[config.mk]
export PLATFORM = sky130hd
export DESIGN_NAME = fetch_stage
export DESIGN_NICKNAME = d
export VERILOG_FILES = /design/src/rtl/fetch_stage.sv
export SDC_FILE = /design/constraint.sdc
export NUM_CORES = 1
export LEC_CHECK = 0
export CORE_UTILIZATION = 51
export DETAILED_ROUTE_END_ITERATION = 10
export PLACE_DENSITY = 0.91
export SLEW_MARGIN = 25
export SYNTH_ARGS = -nofsm -noshare
export SYNTH_HDL_FRONTEND = slang
export SYNTH_SLANG_ARGS = --single-unit
[constraint.sdc]
create_clock -name clk -period 8.1 [get_ports clk]
set_input_delay 1.215 -clock clk [delete_from_list [all_inputs] [get_ports clk]]
set_output_delay 1.215 -clock clk [all_outputs]
set_load 0.005 [all_outputs]
[src/rtl/fetch_stage.sv]
// Instruction fetch stage plus IF/ID pipeline register for a 5-stage RV32I core.
// A two-state request FSM keeps at most one instruction-memory request in flight.
// Each response lands in a one-entry fetch buffer, which then drains into IF/ID.
// A redirect from execute discards the buffered instruction.
// It also kills any response that is still outstanding.
module fetch_stage #(
   parameter logic [31:0] RESET_PC  = 32'h0000_0000,
   parameter logic [31:0] NOP_INSTR = 32'h0000_0013
) (
   input  logic        clk,
   input  logic        reset,
   input  logic        StallF,
   input  logic        StallD,
   input  logic        FlushD,
   input  logic        PCSrcE,
   input  logic [31:0] PCTargetE,
   output logic        ImemReq,
   output logic [31:0] ImemAddr,
   input  logic        ImemGnt,
   input  logic        ImemRvalid,
   input  logic [31:0] ImemRdata,
   output logic [31:0] InstrD,
   output logic [31:0] PCD,
   output logic [31:0] PCPlus4D,
   output logic        ValidD
);

   typedef enum logic {
      S_REQ  = 1'b0,
      S_WAIT = 1'b1
   } state_t;

   // Fetch-side state
   state_t      state_q;
   logic [31:0] pcf_q;
   logic [31:0] req_pc_q;
   logic        kill_q;
   logic        fb_valid_q;
   logic [31:0] fb_instr_q;
   logic [31:0] fb_pc_q;

   // IF/ID register
   logic [31:0] ifid_instr_q, ifid_instr_d;
   logic [31:0] ifid_pc_q,    ifid_pc_d;
   logic [31:0] ifid_pc4_q,   ifid_pc4_d;
   logic        ifid_valid_q, ifid_valid_d;

   logic req_ok;
   logic handshake;
   logic fb_consume;

   // IF/ID drains the buffer only when decode is neither stalled nor flushed
   assign fb_consume = fb_valid_q & ~StallD & ~FlushD;

   // Request gating: a new fetch may issue only if the buffer will have room for its response
   always_comb begin
      // NOTE: every always_comb output gets a default first so no path can infer a latch.
      req_ok = 1'b0;
      if (state_q == S_REQ && !reset) begin
         req_ok = ~StallF & ~PCSrcE & (~fb_valid_q | fb_consume);
      end
   end

   assign handshake = req_ok & ImemGnt;
   assign ImemReq   = req_ok;
   assign ImemAddr  = pcf_q;

   // Request FSM, PC, kill flag and fetch buffer
   always_ff @(posedge clk or posedge reset) begin
      if (reset) begin
         state_q    <= S_REQ;
         pcf_q      <= RESET_PC;
         req_pc_q   <= '0;
         kill_q     <= 1'b0;
         fb_valid_q <= 1'b0;
         fb_instr_q <= NOP_INSTR;
         fb_pc_q    <= '0;
      end else begin
         // NOTE: sequential state uses non-blocking assignments; a later assignment in this
         // block (such as the redirect below) overrides an earlier one in the same edge.
         if (fb_consume) begin
            fb_valid_q <= 1'b0;
         end
         case (state_q)
            S_REQ: begin
               // Responses seen here are stale (issued before reset) and are ignored
               if (handshake) begin
                  req_pc_q <= pcf_q;
                  pcf_q    <= pcf_q + 32'd4;
                  state_q  <= S_WAIT;
               end
            end
            S_WAIT: begin
               if (ImemRvalid) begin
                  state_q <= S_REQ;
                  kill_q  <= 1'b0;
                  if (!kill_q && !PCSrcE) begin
                     fb_instr_q <= ImemRdata;
                     fb_pc_q    <= req_pc_q;
                     fb_valid_q <= 1'b1;
                  end
               end else if (PCSrcE) begin
                  // Response still owed by memory belongs to the wrong path
                  kill_q <= 1'b1;
               end
            end
            default: state_q <= S_REQ;
         endcase
         if (PCSrcE) begin
            pcf_q      <= PCTargetE;
            fb_valid_q <= 1'b0;
         end
      end
   end

   // IF/ID next value: flush beats stall, stall beats load, otherwise bubble
   always_comb begin
      ifid_instr_d = ifid_instr_q;
      ifid_pc_d    = ifid_pc_q;
      ifid_pc4_d   = ifid_pc4_q;
      ifid_valid_d = ifid_valid_q;
      if (FlushD) begin
         ifid_instr_d = NOP_INSTR;
         ifid_pc_d    = '0;
         ifid_pc4_d   = '0;
         ifid_valid_d = 1'b0;
      end else if (StallD) begin
         ifid_instr_d = ifid_instr_q;
      end else if (fb_valid_q) begin
         ifid_instr_d = fb_instr_q;
         ifid_pc_d    = fb_pc_q;
         ifid_pc4_d   = fb_pc_q + 32'd4;
         ifid_valid_d = 1'b1;
      end else begin
         ifid_instr_d = NOP_INSTR;
         ifid_pc_d    = '0;
         ifid_pc4_d   = '0;
         ifid_valid_d = 1'b0;
      end
   end

   // IF/ID pipeline register
   always_ff @(posedge clk or posedge reset) begin
      if (reset) begin
         ifid_instr_q <= NOP_INSTR;
         ifid_pc_q    <= '0;
         ifid_pc4_q   <= '0;
         ifid_valid_q <= 1'b0;
      end else begin
         ifid_instr_q <= ifid_instr_d;
         ifid_pc_q    <= ifid_pc_d;
         ifid_pc4_q   <= ifid_pc4_d;
         ifid_valid_q <= ifid_valid_d;
      end
   end

   assign InstrD   = ifid_instr_q;
   assign PCD      = ifid_pc_q;
   assign PCPlus4D = ifid_pc4_q;
   assign ValidD   = ifid_valid_q;

endmodule

# Word level (Yosys, flattened, before mapping)
# Cells that the tools add are included.
totals:
  elab_cells: 64
  ff_bits: 228
  in_bits: 72
  out_inout_bits: 130
classes:
  mux: 26
  reduce_logical: 11
  bitwise_logic: 12
  n_eq_ne: 2
  n_addsub: 2
op_table:
  columns: ["op", "count"]
  rows:
  - ["2-to-1 mux 32 bit", 12]
  - ["adder 32 x 3 -> 32 bit, second input constant", 2]
  - ["2-to-1 mux 1 bit", 13]
  - ["NOT 1 bit", 6]
  - ["AND reduction 2 bit", 3]
  - ["bitwise AND 1 bit", 5]
  - ["nonzero test 2 bit", 2]
  - ["logical NOT 1 bit", 3]
  - ["AND reduction 3 bit", 1]
  - ["logical AND 1 bit", 2]
  - ["!= test 2 x 1 -> 1 bit, second input constant", 1]
  - ["!= test 2 bit, second input constant", 1]
  - ["one-hot mux 1 bit (2 select lines)", 1]
  - ["OR 1 bit", 1]

# Depth between registers and ports, before layout
# Gate-level depths: netlist of run 1.
logic_depth:
  word_depth: 10
  depth_mapped: 8
  ltp_nobuf: 6

# Least setup slack after synthesis of run 1
# Ideal clock, no wire load.
synth_path:
  path_type: "input port to output port"
  startpoint: "in PCSrcE"
  endpoint: "out ImemReq"
  path_stages: 3
  arrival_ns: 1.880
  setup_slack_ns: 5.005
  path_buffers: 1
  required_ns: 6.885
  path_cell_list: "buf_2 -> nor4_4 -> and2_1"
synth_via:
  elab_chain_len: 4
synth_lines:
  columns: ["item", "line", "text"]
  rows:
  - ["start: declaration", "15", "input logic PCSrcE,"]
  - ["NOT 1 bit", "60", "req_ok = ~StallF & ~PCSrcE & (~fb_valid_q | fb_consume);"]
  - ["bitwise AND 1 bit (2 in series)", "60", null]
  - ["2-to-1 mux 1 bit", "59", "if (state_q == S_REQ && !reset) begin"]
  - ["end: declaration", "17", "output logic ImemReq,"]
# No other way between the ends.

# Worst setup path after layout of run 1
layout_path:
  startpoint: "in FlushD"
  endpoint: "out ImemReq"
layout_via:
  elab_chain_len: 5
layout_lines:
  columns: ["item", "line", "text"]
  rows:
  - ["start: declaration", "14", "input logic FlushD,"]
  - ["NOT 1 bit", "53", "assign fb_consume = fb_valid_q & ~StallD & ~FlushD;"]
  - ["bitwise AND 1 bit", "53", null]
  - ["OR 1 bit", "60", null]
  - ["bitwise AND 1 bit", "60", null]
  - ["2-to-1 mux 1 bit", "59", null]
# No other way between the ends.

==> results by group, run 1 <==
Power and ir drop
  – Leak: 0.00541 uW
  – Part of the power in registers: 51.3%
  – Net Sw Frac: 26.1%
  – Clock share of power: 36.8%
  – Max IR drop VDD: 142 uV
  – Net load switching power: 744 uW
  – Comb pwr share: 12.0%
  – Pwr dens: 230 mW/mm^2
  – Internal power: 2110 uW

Clocking
  – Cts hold-fix bufs: 0
  – # H-tree levels: 1
  – Max Root-Sink Buffers: 3
  – Clock Latency Late Sink: 510 ps
  – Post-CTS Setup Bufs: 0
  – CTS root buf: clkbuf_16
  – CTS tree: yes
  – Clock sinks: 226
  – Worst-path clk slew: 60 ps
  – CTS-repair resized insts: 0
  – Total CTS buffers: 24

Placed design
  – PortBufs: 201
  – Placement Setup Slack: 3700 ps
  – Cell Area, Placed: 0.0116 mm^2
  – RePlAce Congestion: 0.904
  – Dpl hpwl: 15700 um

Global routing
  – Gr usage total: 25.2%
  – Vias in the first global route: 7158
  – Antenna violations before repair: 0
  – Pin count of the biggest net entering global routing: 144
  – Total gr overflow: 0
  – Global-route wire length before repair: 39200 um

Routing
  – Final ANT Viol Nets: 0
  – DR top layer: met4
  – Routed wire per std cell: 18.9 um
  – Met2 wire len: 11000 um
  – WL final: 23800 um
  – Via density: 5.81
  – Metal-1 WL: 10500 um
  – DR WL met3: 1680 um
  – DR iter-0 viols: 620
  – Drt first pass iters: 8
  – DRC: 28
  – Vias: 7298

Finish
  – Area Growth Syn to Fin: 30.5%
  – Fraction of layout cells with a size suffix above 1: 12.5%
  – Post-route cell area: 0.0124 mm^2
  – Fill cells: 1298
  – Antenna Cells: 0
  – Nets: 1085

Floorplan
  – Die area: 0.0191 mm^2
  – Die Wd: 138 um
  – Core Area: 0.0181 mm^2
  – Initial core utilization: 52.4%
  – Row count: 49
  – I/O pin cnt: 202
  – Die Y: 138 um

Timing
  – RSZ-0062 raised after global routing: false
  – Final setup fails: 0
  – Final min period: 4390 ps
  – Final worst slack: 3710 ps
  – Worst slew pin tran: 1010 ps
  – Highest Clock Rate: 0.228 GHz
  – Final Skew: 13.9 ps
  – Relative slew slack: 32.8%
  – Setup TNS: 0 ps
  – Final worst-path cycle share: 54.2%
  – Final max-slew violation count: 0
  – Final Hold Fails: 0

Worst setup path
  – Most frequent CP cell: clkdlybuf4s50_1
  – Crit end category: output port
  – Worst-path cell chain: clkdlybuf4s50_1 > o21ai_0 > and2_1 > clkdlybuf4s50_1
  – Kind of critical path: input port to output port
  – CP peak stage delay: 730 ps
  – Maximum fanout along the worst path: 6
  – R2R cell count: 4
  – Slowest CP cell: o21ai_0
  – Critical Path Start Type: input port
  – CP required: 6880 ps
  – Worst Path Arrival: 3180 ps

Synthesis
  – Area leader, netlist: dfrtp_1
  – EDFF count, synth: 0
  – Synth top area share: 58.0%
  – Synth unique cells: 58
  – Async set-reset flop share out of synthesis: 100%
  – #FFs+latches synth: 226
  – Synthesized instance count: 829
  – Avg Inst Size Synth: 11.4 um^2
  – Count leader, synth: dfrtp_1
  – Post-synth top flop: dfrtp_1
  – Register area share after synthesis: 59.7%
  – Post-synth top cells: dfrtp_1 (220), nand2_1 (176), mux2_2 (64), a22o_1 (60), o21ai_0 (46)
  – Syn nets: 903
  – Top cells by area, synth: dfrtp_1 (58%), mux2_2 (7.6%), nand2_1 (7.0%), a22o_1 (5.5%), o21ai_0 (2.4%)
  – Syn. warnings: 0
  – Mapped Area: 0.00948 mm^2

Worst hold path
  – Worst hold path cell count: 2
  – Hold WC Path Type: flop to flop

Run status
  – Outcome: finished, violations left
  – Failing checks: design-rule violations

Job
  – Max-cap violations: 0
## power groups by stage
stage | clock network (uW) | logic, uW | registers (uW)
finish | 1050 | 341 | 1460
global route | 1110 | 379 | 1480
CTS | 1060 | 345 | 1460
detailed placement | 0 | 341 | 1470
global placement | 0 | 323 | 1460
floorplan | 0 | 231 | 1410
## layout make-up
type	count	area, um^2	area share [%]
Timing Repair Buffer	207	2060	16.7
Sequential cell	226	5660	45.8
Clock buffer	39	697	5.63
Inverter	7	38.8	0.313
Multi-Input combinational cell	545	3580	28.9
Tap cell	229	287	2.32
Clock inverter	3	51.3	0.415
## registers in the layout (all words and copies together), names as in the netlist, 30 cells and up
register,cells
ImemAddr,32
InstrD,32
PCD,32
fb_instr_q,32
fb_pc_q,32
req_pc_q,32
PCPlus4D,30
## metal layers
layer	vias up	track usage (%)
li1	3296	-
met1	3599	37.2
met3	55	3.50
met2	348	38.9
met5	-	0
met4	0	7.57
## critical path: cells and delay by family
kind / cells / cell delay (ps)
AOI/OAI and AO/OA: 1 / 730
buffers and inverters: 2 / 1000
and+or+nand+nor: 1 / 230
## logic make-up after synthesis
logic type | count (synthesis) | share of synthesized area (%)
fa+ha+maj | 2 | 0.264
flops | 226 | 59.7
buf+inv | 58 | 2.74
simple gates | 289 | 14.6
compound gates | 153 | 11.6
xor+xnor | 35 | 3.23
mux | 66 | 7.81
## metrics by stage
stage	power [uW]	util (%)	instances	hold WS, ps
finish	2850	68.4	1256	470
floorplan	1640	-	829	440
global route	2970	68.4	1256	512
CTS	2870	68.4	1256	474
detailed placement	1820	64.2	1214	458
global placement	1780	64.2	1214	454
## cells in the final DEF (no fill, tap or decap), types with 16 or more instances in the layout
| cell type | n |
|---|---|
| nand2_1 | 175 |
| dfrtp_1 | 220 |
| xor2_1 | 20 |
| o21ai_0 | 46 |
| mux2_2 | 64 |
| clkbuf_16 | 24 |
| nand4_1 | 16 |
| clkdlybuf4s50_1 | 201 |
| nor2_1 | 19 |
| a22o_1 | 60 |
| nand3_1 | 29 |
## final timing paths
kind / startpoint / endpoint / slack, ps
min reg2reg: req_pc_q[2] / req_pc_q[2] / 470
min: req_pc_q[2] / req_pc_q[2] / 470
min in group asynchronous: reset / ImemAddr[1] / 1260
max: FlushD / ImemReq / 3710
max in group asynchronous: reset / fb_instr_q[5] / 5570
max reg2reg: fb_valid_q / ImemAddr[21] / 5470
No activity file was read; power rests on OpenSTA's default activity.
==> run 2: changes to the inputs <==
==> constraint.sdc (replaced) <==
create_clock -name clk -period 4.6 [get_ports clk]
set_input_delay 0.69 -clock clk [delete_from_list [all_inputs] [get_ports clk]]
set_output_delay 0.69 -clock clk [all_outputs]
set_load 0.005 [all_outputs]
==> results by group, run 2 (synthesis results as in run 1) <==
Run status
  – Outcome: finished, violations left
  – Failing checks: design-rule violations

Timing
  – Final Hold Fails: 0 (unchanged)
  – Final setup fails: 0 (unchanged)
  – Setup TNS: 0 ps (unchanged)
  – Highest Clock Rate: 0.342 GHz
  – RSZ-0062 raised after global routing: false
  – Final min period: 2930 ps
  – Final Skew: 8.55 ps (-5.38 ps)
  – Final worst slack: 1670 ps (-2040 ps)
  – Final worst-path cycle share: 63.6%
  – Worst slew pin tran: 868 ps (-139 ps)
  – Final max-slew violation count: 0 (unchanged)
  – Relative slew slack: 42.1% (+9.3 points)

Clocking
  – CTS root buf: clkbuf_16
  – Clock Latency Late Sink: 510 ps (about the same)
  – Worst-path clk slew: 60 ps (about the same)
  – # H-tree levels: 1 (unchanged)
  – CTS tree: yes
  – CTS-repair resized insts: 0 (unchanged)
  – Total CTS buffers: 24 (unchanged)
  – Post-CTS Setup Bufs: 0 (unchanged)
  – Clock sinks: 226 (unchanged)
  – Max Root-Sink Buffers: 3 (unchanged)
  – Cts hold-fix bufs: 0 (unchanged)

Routing
  – Routed wire per std cell: 19.2 um (+1.7%)
  – WL final: 24300 um (+2.3%)
  – DR iter-0 viols: 621 (+0.16%)
  – Final ANT Viol Nets: 0 (unchanged)
  – Via density: 5.80 (-0.25%)
  – DRC: 28 (unchanged)
  – Drt first pass iters: 9 (+1)
  – Vias: 7326 (+0.38%)

Floorplan
  – Die Wd: 138 um (unchanged)
  – Core Area: 0.0181 mm^2 (unchanged)
  – Die area: 0.0191 mm^2 (unchanged)
  – Die Y: 138 um (unchanged)
  – Row count: 49 (unchanged)
  – Initial core utilization: 52.4% (unchanged)
  – I/O pin cnt: 202 (unchanged)

Power and ir drop
  – Net Sw Frac: 25.7% (-0.42 points)
  – Internal power: 3840 uW (+82%)
  – Comb pwr share: 11.8% (-0.2 points)
  – Net load switching power: 1330 uW (+78%)
  – Max IR drop VDD: 261 uV (+84%)
  – Leak: 0.00549 uW (+1.5%)
  – Pwr dens: 412 mW/mm^2 (+79%)
  – Part of the power in registers: 49.8% (-1.5 points)
  – Clock share of power: 38.4% (+1.6 points)

Global routing
  – Antenna violations before repair: 0 (unchanged)
  – Global-route wire length before repair: 39500 um (+0.86%)
  – Pin count of the biggest net entering global routing: 88 (-39%)
  – Gr usage total: 25.7% (+0.50 points)
  – Total gr overflow: 0 (unchanged)
  – Vias in the first global route: 7288 (+1.8%)

Worst setup path
  – Worst setup endpoint: ImemReq
  – R2r setup slk: 2180 ps (-3290 ps)
  – Slowest CP cell: clkdlybuf4s50_1
  – Crit path from: reset
  – Worst Path Arrival: 2240 ps (-940 ps)
  – CP peak stage delay: 500 ps (-230 ps)
  – Worst path bufs/invs: 2 (unchanged)
  – Crit Reg-Reg Endpoint: ImemAddr[12]
  – R2R Path Start: state_q
  – Worst-path cell chain: clkdlybuf4s50_1 > nor4_4 > and2_1 > clkdlybuf4s50_1
  – Crit end category: output port
  – Crit path max-delay family: buffers and inverters
  – R2R cell count: 5 (+1)
  – CP required: 3910 ps (-2970 ps)
  – Kind of critical path: input port to output port
  – Critical Path Start Type: input port
  – Maximum fanout along the worst path: 5 (-1)
  – Most frequent CP cell: clkdlybuf4s50_1
  – WP depth: 4 (unchanged)

Finish
  – Nets: 1091 (+0.55%)
  – Area Growth Syn to Fin: 32.2%
  – Antenna Cells: 0 (unchanged)
  – Commonest non-fill, non-tap cell in the layout: dfrtp_1
  – Most frequent cells in the layout: dfrtp_1 (220), clkdlybuf4s50_1 (201), nand2_1 (175), mux2_2 (64), a22o_1 (60)
  – Final Util: 69.3% (+0.89 points)
  – Fraction of layout cells with a size suffix above 1: 13.8% (+1.4 points)

Placed design
  – Dpl hpwl: 15900 um (+1.2%)
  – PortBufs: 201 (unchanged)
  – Placement Setup Slack: 1440 ps (-2270 ps)
  – RePlAce Congestion: 0.884 (-2.2%)

Job
  – Max-cap violations: 0 (unchanged)

Worst hold path
  – Hold WC Path Type: flop to flop
[run 2: cell types whose count changed in the layout (fill, tap and decap cells not counted)]
cell / previous run / this run
inv_6: 0 / 1
buf_6: 1 / 0
clkinv_2: 1 / 6
clkbuf_8: 4 / 3
and2_4: 0 / 1
clkinv_8: 2 / 0
bufinv_16: 1 / 3
buf_4: 5 / 8
clkbuf_16: 24 / 25
clkinvlp_4: 0 / 3
and2_2: 1 / 0
clkbuf_1: 11 / 4
buf_12: 0 / 4
[run 2: area by class of cell]
cell class	count	area (um^2)
flip-flops and latches	226	5660
fillers	1248	5550
well taps	229	287
inverters	7	30.0
clock inverters	12	144
multi-input cells	545	3580
clock buffers	32	682
repair buffers	213	2150
[run 2: routing by layer]
metal,share of wire [%],GRT usage [%],vias up
met2,47,40.5,356
li1,-,-,3311
met5,0,0,-
met1,43,36.4,3601
met4,2.7,9.28,0
met3,7.6,3.84,58
[run 2: worst min-delay path by stage]
stage                            start            to  cells past startpoint
after global routing      req_pc_q[30]  req_pc_q[30]                      2
after detailed placement   req_pc_q[2]   req_pc_q[2]                      2
after floorplan           req_pc_q[18]  req_pc_q[18]                      2
after global placement    req_pc_q[15]  req_pc_q[15]                      2
final                      req_pc_q[2]   req_pc_q[2]                      2
after CTS                  req_pc_q[2]   req_pc_q[2]                      2
[run 2: power groups by stage]
stage,clock (uW),combinational (uW),sequential [uW]
after detailed placement,0,603,2590
after global routing,2090,677,2610
final,1980,612,2570
after CTS,2010,618,2570
after global placement,0,577,2570
after floorplan,0,407,2480
[run 2: worst min-delay path, delay by kind of cell, from the launching register on]
kind | cells | cell delay (ps)
flops | 1 | 340
simple gates | 2 | 100
[run 2: per-stage QoR]
stage / std cells / total power, uW / area [um^2] / hold slack, ps
after floorplan: 829 / 2890 / 9490 / 440
after global placement: 1219 / 3140 / 11700 / 456
after detailed placement: 1219 / 3190 / 11700 / 460
after CTS: 1263 / 5190 / 12500 / 474
after global routing: 1264 / 5380 / 12500 / 492
final: 1264 / 5170 / 12500 / 473
==> run 3: changes to the inputs <==
==> constraint.sdc (replaced) <==
create_clock -name clk -period 2.93 [get_ports clk]
set_input_delay 0.4395 -clock clk [delete_from_list [all_inputs] [get_ports clk]]
set_output_delay 0.4395 -clock clk [all_outputs]
set_load 0.005 [all_outputs]
==> results by group, run 3 (synthesis results as in run 1) <==
Global routing
  – Global-route wire length before repair: 39400 um (-0.19%)
  – Pin count of the biggest net entering global routing: 78 (-11%)
  – Vias in the first global route: 7277 (-0.15%)
  – Antenna violations before repair: 0 (unchanged)
  – Total gr overflow: 0 (unchanged)
  – Gr usage total: 25.5% (-0.24 points)

Clocking
  – Post-CTS Setup Bufs: 0 (unchanged)
  – Cts hold-fix bufs: 0 (unchanged)
  – Clock Latency Late Sink: 500 ps (about the same)
  – CTS-repair resized insts: 0 (unchanged)
  – Max Root-Sink Buffers: 3 (unchanged)
  – CTS root buf: clkbuf_16
  – Worst-path clk slew: 60 ps (about the same)
  – CTS tree: yes
  – Clock sinks: 226 (unchanged)
  – Total CTS buffers: 24 (unchanged)
  – # H-tree levels: 1 (unchanged)

Worst setup path
  – Most frequent CP cell: clkdlybuf4s50_1
  – CP peak stage delay: 500 ps (about the same)
  – Worst path bufs/invs: 2 (unchanged)
  – Crit path max-delay family: buffers and inverters
  – Crit end category: output port
  – Slowest CP cell: clkdlybuf4s50_1
  – Worst Path Arrival: 2010 ps (-230 ps)
  – Critical Path Start Type: input port
  – CP required: 2490 ps (-1420 ps)
  – Maximum fanout along the worst path: 5 (unchanged)
  – Worst-path cell chain: clkdlybuf4s50_1 > nor4_4 > and2_1 > clkdlybuf4s50_1
  – Kind of critical path: input port to output port

Finish
  – Antenna Cells: 0 (unchanged)
  – Non-Filler Instances: 1269 (+0.40%)
  – Fill cells: 1239 (-0.72%)
  – Nets: 1099 (+0.73%)
  – Most frequent cells in the layout: dfrtp_1 (220), clkdlybuf4s50_1 (201), nand2_1 (176), mux2_2 (64), a22o_1 (60)
  – Commonest non-fill, non-tap cell in the layout: dfrtp_1
  – Fraction of layout cells with a size suffix above 1: 14.1% (+0.32 points)
  – Area Growth Syn to Fin: 32.8%

Timing
  – RSZ-0062 raised after global routing: false
  – Final max-slew violation count: 0 (unchanged)
  – Setup TNS: 0 ps (unchanged)
  – Relative slew slack: 40.9% (-1.2 points)
  – Final min period: 2450 ps
  – Final Hold Fails: 0 (unchanged)
  – Final worst-path cycle share: 83.5%
  – Worst slew pin tran: 884 ps (+16.5 ps)
  – Final Skew: 9.09 ps (+0.544 ps)
  – Highest Clock Rate: 0.409 GHz
  – Final setup fails: 0 (unchanged)

Power and ir drop
  – Internal power: 6010 uW (+56%)
  – Net Sw Frac: 25.3% (-0.34 points)
  – Leak: 0.00552 uW (+0.68%)
  – Max IR drop VDD: 365 uV (+40%)
  – Part of the power in registers: 50.1% (+0.3 points)
  – Clock share of power: 37.8% (-0.6 points)
  – Comb pwr share: 12.1% (+0.3 points)
  – Net load switching power: 2040 uW (+54%)
  – Pwr dens: 639 mW/mm^2 (+55%)

Placed design
  – PortBufs: 201 (unchanged)
  – RePlAce Congestion: 0.936 (+5.8%)
  – Placed cells: 1228 (+0.74%)
  – Dpl hpwl: 16400 um (+3.5%)

Routing
  – DR iter-0 viols: 586 (-5.6%)
  – Final ANT Viol Nets: 0 (unchanged)
  – Via density: 5.75 (-0.86%)
  – Drt first pass iters: 8 (-1)
  – Vias: 7292 (-0.46%)
  – WL final: 24000 um (-1.3%)
  – Routed wire per std cell: 18.9 um (-1.7%)
  – DRC: 28 (unchanged)

Floorplan
  – Core Area: 0.0181 mm^2 (unchanged)
  – Die Y: 138 um (unchanged)
  – Row count: 49 (unchanged)
  – Die Wd: 138 um (unchanged)
  – Initial core utilization: 52.4% (unchanged)
  – I/O pin cnt: 202 (unchanged)
  – Die area: 0.0191 mm^2 (unchanged)

Job
  – Max-cap violations: 0 (unchanged)

Run status
  – Outcome: finished, violations left
  – Failing checks: design-rule violations

Worst hold path
  – Hold WC Path Type: flop to flop
==> run 3: cell count changes in the layout (fill, tap and decap cells not counted), moves of 2 or more <==
cell	before	now
clkinvlp_4	3	1
buf_12	4	6
buf_4	8	14
clkbuf_8	3	6
clkinv_2	6	4
==> run 3: final timing paths <==
path	startpoint	end	slack (ps)	depth (start not counted)
max reg2reg	fb_pc_q[2]	PCPlus4D[26]	860	6
max	reset	ImemReq	480	4
min reg2reg	req_pc_q[3]	req_pc_q[3]	480	2
min in group asynchronous	reset	state_q	560	2
min	req_pc_q[3]	req_pc_q[3]	480	2
max in group asynchronous	reset	fb_instr_q[19]	1540	3
==> run 3: cell type report <==
| class | count | area [um^2] | share of cell area (%) |
|---|---|---|---|
| sequential | 226 | 5660 | 45.0 |
| multi-input combinational | 545 | 3570 | 28.4 |
| timing repair buffer | 221 | 2240 | 17.8 |
| clock buffer | 35 | 723 | 5.74 |
| tap | 229 | 287 | 2.27 |
| clock inverter | 6 | 80.1 | 0.636 |
| inverter | 7 | 30.0 | 0.238 |
==> run 3: worst reg2reg max path, delay by kind of cell, from the launching register on <==
| family | cells | cell delay [ps] |
|---|---|---|
| DFF | 1 | 460 |
| xor gates and xnor gates | 1 | 230 |
| adders and majority gates | 1 | 230 |
| and+or+nand+nor | 3 | 870 |
| AOI/OAI and AO/OA | 1 | 130 |
==> run 3: stage by stage <==
| stage | hold WS (ps) | cell area [um^2] | power (uW) | setup WS, ps | utilization, % |
|---|---|---|---|---|---|
| 3_5_place_dp | 459 | 11800 | 5030 | 485 | 65.2 |
| 2_1_floorplan | 440 | 9490 | 4540 | -457 | - |
| 4_1_cts | 474 | 12600 | 8090 | 482 | 69.6 |
| 6_report | 476 | 12600 | 8050 | 483 | 69.6 |
| 5_1_grt | 493 | 12600 | 8390 | 378 | 69.6 |
| 3_3_place_gp | 454 | 11800 | 4950 | 506 | 65.2 |
==> run 3: power groups by stage <==
| stage | Sequential [uW] | Combinational, uW | Clock (uW) |
|---|---|---|---|
| detailed placement | 4070 | 965 | 0 |
| global placement | 4040 | 917 | 0 |
| floorplan | 3900 | 640 | 0 |
| global route | 4100 | 1070 | 3220 |
| CTS | 4020 | 983 | 3090 |
| finish | 4030 | 972 | 3040 |
==> run 3: layer usage <==
metal / wire length (um) / vias to the layer above / share of wire (%) / GRT usage, %
li1: - / 3322 / - / -
met1: 10600 / 3566 / 44 / 37.5
met2: 11000 / 358 / 46 / 39.5
met3: 1720 / 46 / 7.2 / 3.36
met4: 616 / 0 / 2.6 / 7.92
met5: 0 / - / 0 / 0
